[src/rtl/char_sprite_addr_gen_if.sv]
// Scan-position, character-position and sprite-address bundle for the sprite address stage.
interface char_sprite_addr_gen_if;
    logic        frame_clk;
    logic [9:0]  DrawX;
    logic [9:0]  DrawY;
    logic [9:0]  Player_X;
    logic [9:0]  Player_Y;
    logic        Player_facing_left;
    logic [9:0]  NPC_X;
    logic [9:0]  NPC_Y;
    logic        NPC_facing_left;
    logic        player_hit;
    logic        npc_hit;
    logic [11:0] Player_address;
    logic [11:0] NPC_address;
    logic        player_in_box;
    logic        npc_in_box;
    logic        player_blinking;
    logic        npc_blinking;

    modport master (
        output frame_clk, DrawX, DrawY, Player_X, Player_Y, Player_facing_left,
               NPC_X, NPC_Y, NPC_facing_left, player_hit, npc_hit,
        input  Player_address, NPC_address, player_in_box, npc_in_box,
               player_blinking, npc_blinking
    );

    modport slave (
        input  frame_clk, DrawX, DrawY, Player_X, Player_Y, Player_facing_left,
               NPC_X, NPC_Y, NPC_facing_left, player_hit, npc_hit,
        output Player_address, NPC_address, player_in_box, npc_in_box,
               player_blinking, npc_blinking
    );
endinterface

[src/rtl/char_sprite_addr_gen.sv]
// Turns the scan position into per-character sprite ROM addresses and in-box flags,
// with per-frame position latching, left-facing mirroring and a hit-blink state machine.
module char_sprite_addr_gen #(
    parameter int unsigned SPRITE_W     = 41,
    parameter int unsigned SPRITE_H     = 65,
    parameter int unsigned BLINK_FRAMES = 48,
    parameter int unsigned BLINK_BIT    = 2
) (
    input  logic                  Clk,
    input  logic                  Reset,
    char_sprite_addr_gen_if.slave bus
);
    localparam int unsigned CW    = 11;
    localparam int unsigned AW    = 12;
    localparam int unsigned CNT_W = $clog2(BLINK_FRAMES + 1);
    localparam logic [CNT_W-1:0] HIDE_MASK = CNT_W'(1) << BLINK_BIT;

    typedef enum logic {IDLE, BLINK} blink_state_t;

    // Box test and address for one character; result is {hit, address}.
    function automatic logic [AW:0] sprite_lookup(input logic [9:0] dx, input logic [9:0] dy,
                                                  input logic [9:0] x,  input logic [9:0] y,
                                                  input logic fl);
        logic [CW-1:0] xs, ys, col, row;
        logic          hit;
        logic [AW-1:0] colp, addr;
        xs   = CW'(x);
        ys   = CW'(y);
        col  = CW'(dx) - xs;
        row  = CW'(dy) - ys;
        hit  = (CW'(dx) >= xs) && (CW'(dx) < xs + CW'(SPRITE_W)) &&
               (CW'(dy) >= ys) && (CW'(dy) < ys + CW'(SPRITE_H));
        colp = fl ? (AW'(SPRITE_W - 1) - AW'(col)) : AW'(col);
        addr = hit ? (AW'(row) * AW'(SPRITE_W) + colp) : '0;
        return {hit, addr};
    endfunction

    logic                r_frame_q;
    logic [9:0]          r_x [2];
    logic [9:0]          r_y [2];
    logic                r_fl [2];
    blink_state_t        r_state [2];
    logic [CNT_W-1:0]    r_cnt [2];
    logic                r_blink [2];
    logic [AW-1:0]       r_addr [2];
    logic                r_in_box [2];

    logic                w_frame_rise;
    logic [9:0]          w_pos_x [2];
    logic [9:0]          w_pos_y [2];
    logic                w_pos_fl [2];
    logic                w_hit_pulse [2];
    logic [AW:0]         w_look [2];
    logic                w_hidden [2];

    assign w_frame_rise   = bus.frame_clk & ~r_frame_q;
    assign w_pos_x[0]     = bus.Player_X;
    assign w_pos_x[1]     = bus.NPC_X;
    assign w_pos_y[0]     = bus.Player_Y;
    assign w_pos_y[1]     = bus.NPC_Y;
    assign w_pos_fl[0]    = bus.Player_facing_left;
    assign w_pos_fl[1]    = bus.NPC_facing_left;
    assign w_hit_pulse[0] = bus.player_hit;
    assign w_hit_pulse[1] = bus.npc_hit;

    // Address math only ever sees the frame-latched shadow positions.
    assign w_look[0]   = sprite_lookup(bus.DrawX, bus.DrawY, r_x[0], r_y[0], r_fl[0]);
    assign w_look[1]   = sprite_lookup(bus.DrawX, bus.DrawY, r_x[1], r_y[1], r_fl[1]);
    assign w_hidden[0] = (r_state[0] == BLINK) && |(r_cnt[0] & HIDE_MASK);
    assign w_hidden[1] = (r_state[1] == BLINK) && |(r_cnt[1] & HIDE_MASK);

    always_ff @(posedge Clk) begin
        if (Reset) begin
            r_frame_q <= 1'b0;
            for (int i = 0; i < 2; i++) begin
                r_x[i]      <= '0;
                r_y[i]      <= '0;
                r_fl[i]     <= 1'b0;
                r_state[i]  <= IDLE;
                r_cnt[i]    <= '0;
                r_blink[i]  <= 1'b0;
                r_addr[i]   <= '0;
                r_in_box[i] <= 1'b0;
            end
        end else begin
            r_frame_q <= bus.frame_clk;
            for (int i = 0; i < 2; i++) begin
                if (w_frame_rise) begin
                    r_x[i]  <= w_pos_x[i];
                    r_y[i]  <= w_pos_y[i];
                    r_fl[i] <= w_pos_fl[i];
                end
                r_addr[i]   <= w_look[i][AW-1:0];
                r_in_box[i] <= w_look[i][AW] && !w_hidden[i];
                // Hits while blinking are ignored; a hit always wins over a frame edge in IDLE.
                case (r_state[i])
                    IDLE: begin
                        if (w_hit_pulse[i]) begin
                            r_state[i] <= BLINK;
                            r_cnt[i]   <= CNT_W'(BLINK_FRAMES);
                            r_blink[i] <= 1'b1;
                        end
                    end
                    BLINK: begin
                        if (w_frame_rise) begin
                            if (r_cnt[i] == CNT_W'(1)) begin
                                r_state[i] <= IDLE;
                                r_cnt[i]   <= '0;
                                r_blink[i] <= 1'b0;
                            end else begin
                                r_cnt[i] <= r_cnt[i] - CNT_W'(1);
                            end
                        end
                    end
                endcase
            end
        end
    end

    assign bus.Player_address  = r_addr[0];
    assign bus.NPC_address     = r_addr[1];
    assign bus.player_in_box   = r_in_box[0];
    assign bus.npc_in_box      = r_in_box[1];
    assign bus.player_blinking = r_blink[0];
    assign bus.npc_blinking    = r_blink[1];
endmodule
[src/flat_wrapper.sv]
// flat-port wrapper written by rule: the top's interface ports become plain ports
module char_sprite_addr_gen_flat 
#(
    parameter int unsigned SPRITE_W     = 41,
    parameter int unsigned SPRITE_H     = 65,
    parameter int unsigned BLINK_FRAMES = 48,
    parameter int unsigned BLINK_BIT    = 2
)
  (Clk, Reset, bus_frame_clk, bus_DrawX, bus_DrawY, bus_Player_X, bus_Player_Y, bus_Player_facing_left, bus_NPC_X, bus_NPC_Y, bus_NPC_facing_left, bus_player_hit, bus_npc_hit, bus_Player_address, bus_NPC_address, bus_player_in_box, bus_npc_in_box, bus_player_blinking, bus_npc_blinking);
  char_sprite_addr_gen_if bus_i ();
  input  logic Clk;
  input  logic Reset;
  input wire logic [$bits(bus_i.frame_clk)-1:0] bus_frame_clk;
  input wire logic [$bits(bus_i.DrawX)-1:0] bus_DrawX;
  input wire logic [$bits(bus_i.DrawY)-1:0] bus_DrawY;
  input wire logic [$bits(bus_i.Player_X)-1:0] bus_Player_X;
  input wire logic [$bits(bus_i.Player_Y)-1:0] bus_Player_Y;
  input wire logic [$bits(bus_i.Player_facing_left)-1:0] bus_Player_facing_left;
  input wire logic [$bits(bus_i.NPC_X)-1:0] bus_NPC_X;
  input wire logic [$bits(bus_i.NPC_Y)-1:0] bus_NPC_Y;
  input wire logic [$bits(bus_i.NPC_facing_left)-1:0] bus_NPC_facing_left;
  input wire logic [$bits(bus_i.player_hit)-1:0] bus_player_hit;
  input wire logic [$bits(bus_i.npc_hit)-1:0] bus_npc_hit;
  output wire logic [$bits(bus_i.Player_address)-1:0] bus_Player_address;
  output wire logic [$bits(bus_i.NPC_address)-1:0] bus_NPC_address;
  output wire logic [$bits(bus_i.player_in_box)-1:0] bus_player_in_box;
  output wire logic [$bits(bus_i.npc_in_box)-1:0] bus_npc_in_box;
  output wire logic [$bits(bus_i.player_blinking)-1:0] bus_player_blinking;
  output wire logic [$bits(bus_i.npc_blinking)-1:0] bus_npc_blinking;
  assign bus_i.frame_clk = bus_frame_clk;
  assign bus_i.DrawX = bus_DrawX;
  assign bus_i.DrawY = bus_DrawY;
  assign bus_i.Player_X = bus_Player_X;
  assign bus_i.Player_Y = bus_Player_Y;
  assign bus_i.Player_facing_left = bus_Player_facing_left;
  assign bus_i.NPC_X = bus_NPC_X;
  assign bus_i.NPC_Y = bus_NPC_Y;
  assign bus_i.NPC_facing_left = bus_NPC_facing_left;
  assign bus_i.player_hit = bus_player_hit;
  assign bus_i.npc_hit = bus_npc_hit;
  assign bus_Player_address = bus_i.Player_address;
  assign bus_NPC_address = bus_i.NPC_address;
  assign bus_player_in_box = bus_i.player_in_box;
  assign bus_npc_in_box = bus_i.npc_in_box;
  assign bus_player_blinking = bus_i.player_blinking;
  assign bus_npc_blinking = bus_i.npc_blinking;
  char_sprite_addr_gen #(.SPRITE_W(SPRITE_W), .SPRITE_H(SPRITE_H), .BLINK_FRAMES(BLINK_FRAMES), .BLINK_BIT(BLINK_BIT)) u_core (.Clk(Clk), .Reset(Reset), .bus(bus_i));
endmodule
[config.mk]
export PLATFORM = sky130hd
export DESIGN_NAME = char_sprite_addr_gen_flat
export DESIGN_NICKNAME = d
export VERILOG_FILES = /design/src/rtl/char_sprite_addr_gen_if.sv /design/src/rtl/char_sprite_addr_gen.sv /design/src/flat_wrapper.sv
export SDC_FILE = /design/constraint.sdc
export NUM_CORES = 1
export LEC_CHECK = 0
export ABC_AREA = 1
export BUFFER_PORTS_ARGS = -buffer_cell sky130_fd_sc_hd__buf_4
export CAP_MARGIN = 20
export CORE_MARGIN = 2
export CORE_UTILIZATION = 40
export CTS_CLUSTER_SIZE = 40
export DETAILED_ROUTE_END_ITERATION = 8
export PLACE_DENSITY = 0.57
export SYNTH_ARGS = -nofsm -noshare
export SYNTH_HDL_FRONTEND = slang
export SYNTH_SLANG_ARGS = --single-unit
[constraint.sdc]
create_clock -name Clk -period 5.1 [get_ports Clk]
set_clock_uncertainty 0.05 [all_clocks]
set_input_delay 0.51 -clock Clk [delete_from_list [all_inputs] [get_ports Clk]]
set_output_delay 0.51 -clock Clk [all_outputs]
set_load 0.05 [all_outputs]
## Word-level counts from Yosys, hierarchy flattened

Memories as Yosys holds them, arrays and structs flattened.
Index checks and enable logic that the tools add are counted.

- $add $sub $neg: 14
- Multipliers: 2
- $lt $le $gt $ge: 8
- Equal/unequal tests: 2
- Mux-type cells: 62
- Bitwise operators: 26
- Reduce and logical (&&, ||, !) cells: 12

Operators with widths:

| operator | number |
|---|---|
| $mux 12 | 6 |
| $mux 1 | 46 |
| $lt 10x11->1 | 4 |
| $sub 10x10->11 | 4 |
| $ge 10x10->1 | 4 |
| $mux 10 | 4 |
| $mux 6 | 6 |
| $add 12x12->12 | 2 |
| $mul 11x6->12 const B | 2 |
| $or 1x1->1 | 24 |
| $sub 6x11->12 const A | 2 |
| $add 10x6->11 const B | 2 |
| $add 10x7->11 const B | 2 |
| $eq 6x1->1 const B | 2 |
| $sub 6x1->6 const B | 2 |
| $logic_and 1x1->1 | 10 |
| $logic_not 1->1 | 2 |
| $and 1x1->1 | 1 |
| $not 1->1 | 1 |

- Register bits: 1
- Bits in writable memories: 84
- Input bits: 67
- Output and inout bits: 28
- Word-level logic and storage cells: 135
- Memories kept: 8

Memory list:

| name | words | bits a word | rd ports | clocked after Yosys merged registers in | wr ports | RTL line | source |
|---|---|---|---|---|---|---|---|
| u_core.r_addr | 2 | 12 | 2 | 0 | 2 | char_sprite_addr_gen.sv:45 | `logic [AW-1:0] r_addr [2];` |
| u_core.r_x | 2 | 10 | 2 | 0 | 2 | char_sprite_addr_gen.sv:39 | `logic [9:0] r_x [2];` |
| u_core.r_y | 2 | 10 | 2 | 0 | 2 | char_sprite_addr_gen.sv:40 | `logic [9:0] r_y [2];` |
| u_core.r_cnt | 2 | 6 | 2 | 0 | 2 | char_sprite_addr_gen.sv:43 | `logic [CNT_W-1:0] r_cnt [2];` |
| u_core.r_blink | 2 | 1 | 2 | 0 | 2 | char_sprite_addr_gen.sv:44 | `logic r_blink [2];` |
| u_core.r_fl | 2 | 1 | 2 | 0 | 2 | char_sprite_addr_gen.sv:41 | `logic r_fl [2];` |
| 2 more memories | n/a | n/a | n/a | n/a | n/a | n/a |  |

## Logic depth before layout (Yosys ltp)

- Depth in word-level cells: 8
- Mapped depth: 27
- Gate-level depth less buffers: 27

## Worst setup path before layout

Ideal clock, no wire load.

- Kind: input port to flip-flop
- From: input port bus_DrawY[0]
- To: memory u_core.r_addr[0][10]
- Data arrival time: 4380 ps
- Path slack: 604 ps
- Stages on the path: 20
- Path buffers: 0
- Cell sequence: inv_1 -> ha_1 -> fa_1 -> o21ai_2 -> nand2_1 -> nand3_1 -> nand2_1 -> ha_1 -> fa_1 -> ha_1 -> inv_1 -> fa_1 -> inv_1 -> ha_1 -> nand2_1 -> nor2_1 -> nand3_1 -> o2111ai_1 -> or2_2 -> a21oi_2

RTL lines:

| element | RTL line | source |
|---|---|---|
| from (decl) | flat_wrapper.sv:15 | `input wire logic [$bits(bus_i.DrawY)-1:0] bus_DrawY;` |
| to (decl) | char_sprite_addr_gen.sv:45 |  |

==> impl_metrics.json <==
{
  "cts_root_buffer": "clkbuf_16",
  "place.gp.congestion": 0.883,
  "max_stage_delay_ps": 530,
  "ys_ff_latch": 83,
  "cts_buffers": 9,
  "hold_buffers": 0,
  "cts_buffer_depth": 2,
  "synth_edf_count": 55,
  "h-tree-depth": 3,
  "nFillCells": 2437,
  "critical_path_buf_inv_count": 6,
  "worstMarginPinSlew_ps": 627,
  "p_sw_uw": 2500,
  "vias": 8025,
  "period_share_pct": 91.9,
  "initial_core_util_pct": 40.4,
  "synth_compound_area_share_pct": 8.31,
  "fin_crit_ps": 4690,
  "min_path_type": "input pin to flop",
  "drive_above_1_share_pct": 11.0,
  "status": "complete, no violations",
  "fp-row-count": 56,
  "grt_pass1_wl_um": 35900,
  "clock_sinks": 83,
  "ys_types": 41,
  "drtIter0Drc": 357,
  "muxShareOfSynthArea_pct": 0,
  "synth_most_common_cell": "inv_1",
  "detail_route.wl_per_cell_um": 12.8,
  "yosysTopAreaCell": "ha_1",
  "powerDensity_nw_per_um2": 477,
  "crit_path_top_delay_cell": "fa_1",
  "design.core.area_um2": 23300,
  "slew_headroom_pct": 58.1,
  "crit_fanout": 4,
  "p_int_uw": 2680,
  "final_antenna_net_count": 0,
  "yosysWarnings": 0,
  "peakVddDrop_mv": 0.386,
  "nets": 1621,
  "pwr-share-comb_pct": 70.3,
  "swShare_pct": 48.2,
  "synth_area_per_cell_um2": 7.42,
  "post-route-util_pct": 46.6,
  "drv_cap": 0,
  "seqPwrFrac_pct": 15.8,
  "synth_top_family_by_area": "adder cells",
  "synth_adder_area_share_pct": 26.1,
  "cp-end-kind": "flop",
  "cp-start-kind": "flop",
  "grt_setup_unrepaired": "false",
  "synthTopCellsByCount": "264 x inv_1, 253 x nand2_1, 152 x ha_1",
  "area_growth_pct": 15.3,
  "synthesis.area_um2": 9420,
  "synthFlopType": "edfxtp_1",
  "fmax_mhz": 213,
  "grt_max_degree": 43,
  "clk_latency_ps": 360,
  "path_class": "flop to flop",
  "hold_violations": 0,
  "cp.arrival_ps": 4880,
  "slew_viol_final": 0,
  "synth_seq_area_share_pct": 23.5,
  "post_drt_via_cell_ratio": 4.73,
  "io_pins": 95,
  "cp_top_family": "adder cells",
  "synth_top_area_share_pct": 20.2,
  "cp.required_ps": 5300,
  "portBuffers": 94,
  "dieArea_um2": 24800,
  "die_h_um": 157,
  "yosys.area_share.simple_pct": 23.4,
  "grt_usage_pct": 18.3,
  "setup_viol": 0,
  "syn-num-nets": 1517,
  "die_w_um": 157,
  "synth_xor_area_share_pct": 7.61,
  "wl_um": 21800,
  "clkSlewWorstSetupHoldPaths_ps": 70,
  "async_reset_ff_share_pct": 0,
  "drc": 0,
  "firstDrtPassIters": 5,
  "power_frac_clock_pct": 13.9,
  "hpwl_um": 18200,
  "cts_tree": "built",
  "synth_cells": 1270,
  "antenna_found_initial": 0,
  "synth_area_leaders": "ha_1 20%, edfxtp_1 18%, inv_1 11%, nand2_1 10%, dfxtp_1 5.9%",
  "setup_tns_ps": 0,
  "grt_pass1_vias": 7616,
  "path_common_cell": "inv_1",
  "leakagePower_uw": 0.00573,
  "grt-ovfl-total": 0,
  "antenna_cells": 0
}
## area by class of cell
cell class	instances	area, um^2	area share (%)
inverter	266	998	9.19
tap	319	399	3.67
clock buffer	11	233	2.14
timing repair buffer	100	771	7.09
multi-input combinational	914	6170	56.8
clock inverter	5	77.6	0.714
sequential	83	2210	20.4
## tightest hold or removal path, cell delays in order
cell	delay, ps
buf_4	80
inv_1	40
nor2_1	70
## stage by stage
| step | instances | hold slack [ps] | instance area [um^2] | setup slack (ps) | total power [uW] |
|---|---|---|---|---|---|
| finish | 1698 | 320 | 10900 | 414 | 5180 |
| global route | 1698 | 320 | 10900 | 6.14 | 5820 |
| CTS | 1695 | 312 | 10800 | 363 | 5230 |
| detailed placement | 1679 | 439 | 10500 | 164 | 4460 |
| global placement | 1679 | 434 | 10500 | 273 | 4430 |
| floorplan | 1270 | 445 | 9420 | 604 | 3700 |
## per-layer routing
metal | track usage, % | routed length (um)
met5 | 0 | 0
met4 | 3.38 | 167
met3 | 2.45 | 777
met2 | 31.8 | 10200
met1 | 24.5 | 10600
## layout by cell type, fill, tap and decap left out, types with 4 or more instances in the layout
cell	instances
a21o_1	5
a21oi_1	68
a21oi_2	4
a31oi_1	4
buf_4	99
clkbuf_16	9
dfxtp_1	28
edfxtp_1	55
fa_1	28
ha_1	152
inv_1	264
nand2_1	252
nand2_2	11
nand3_1	65
nand3b_1	10
nand4_1	15
nor2_1	135
nor2_2	7
nor3_1	11
o21a_1	4
o21ai_0	27
o21bai_1	5
or2_2	4
xnor2_1	26
xor2_1	54
## sequential cells by signal (all words and copies together), names as in the netlist
signal / flops
u_core.r_addr: 24
u_core.r_x: 20
u_core.r_y: 20
u_core.r_cnt: 12
u_core.r_blink: 2
u_core.r_fl: 2
u_core.r_in_box: 2
u_core.r_frame_q: 1
## final timing paths
| kind | startpoint | end | slack, ps | cells after the start |
|---|---|---|---|---|
| worst max-delay path | u_core.r_y[0][2] | u_core.r_addr[0][11] | 410 | 25 |
| worst min-delay path | bus_frame_clk | u_core.r_frame_q | 320 | 3 |
| worst max register to register | u_core.r_y[0][2] | u_core.r_addr[0][11] | 410 | 25 |
| worst min register to register | u_core.r_blink[1] | u_core.r_in_box[0][1] | 450 | 1 |
## power groups by stage
stage	Combinational (uW)	Clock, uW	Sequential [uW]
2_1_floorplan	2790	0	915
3_3_place_gp	3590	0	835
3_5_place_dp	3630	0	835
4_1_cts	3670	743	820
5_1_grt	4230	765	826
6_report	3640	721	819
## repair_timing
action	CTS	global route
setup buffers	0	2
gates resized for setup	0	1
setup endpoints to repair	0	2
## cell families (layout without fill, tap and decap cells)
| family | after synthesis | count (layout) |
|---|---|---|
| buf+inv | 273 | 382 |
| flops | 83 | 83 |
| xor+xnor | 81 | 81 |
| fa+ha+maj | 180 | 180 |
| compound gates | 135 | 135 |
| simple gates | 518 | 518 |
No activity file was read; power rests on OpenSTA's default activity.
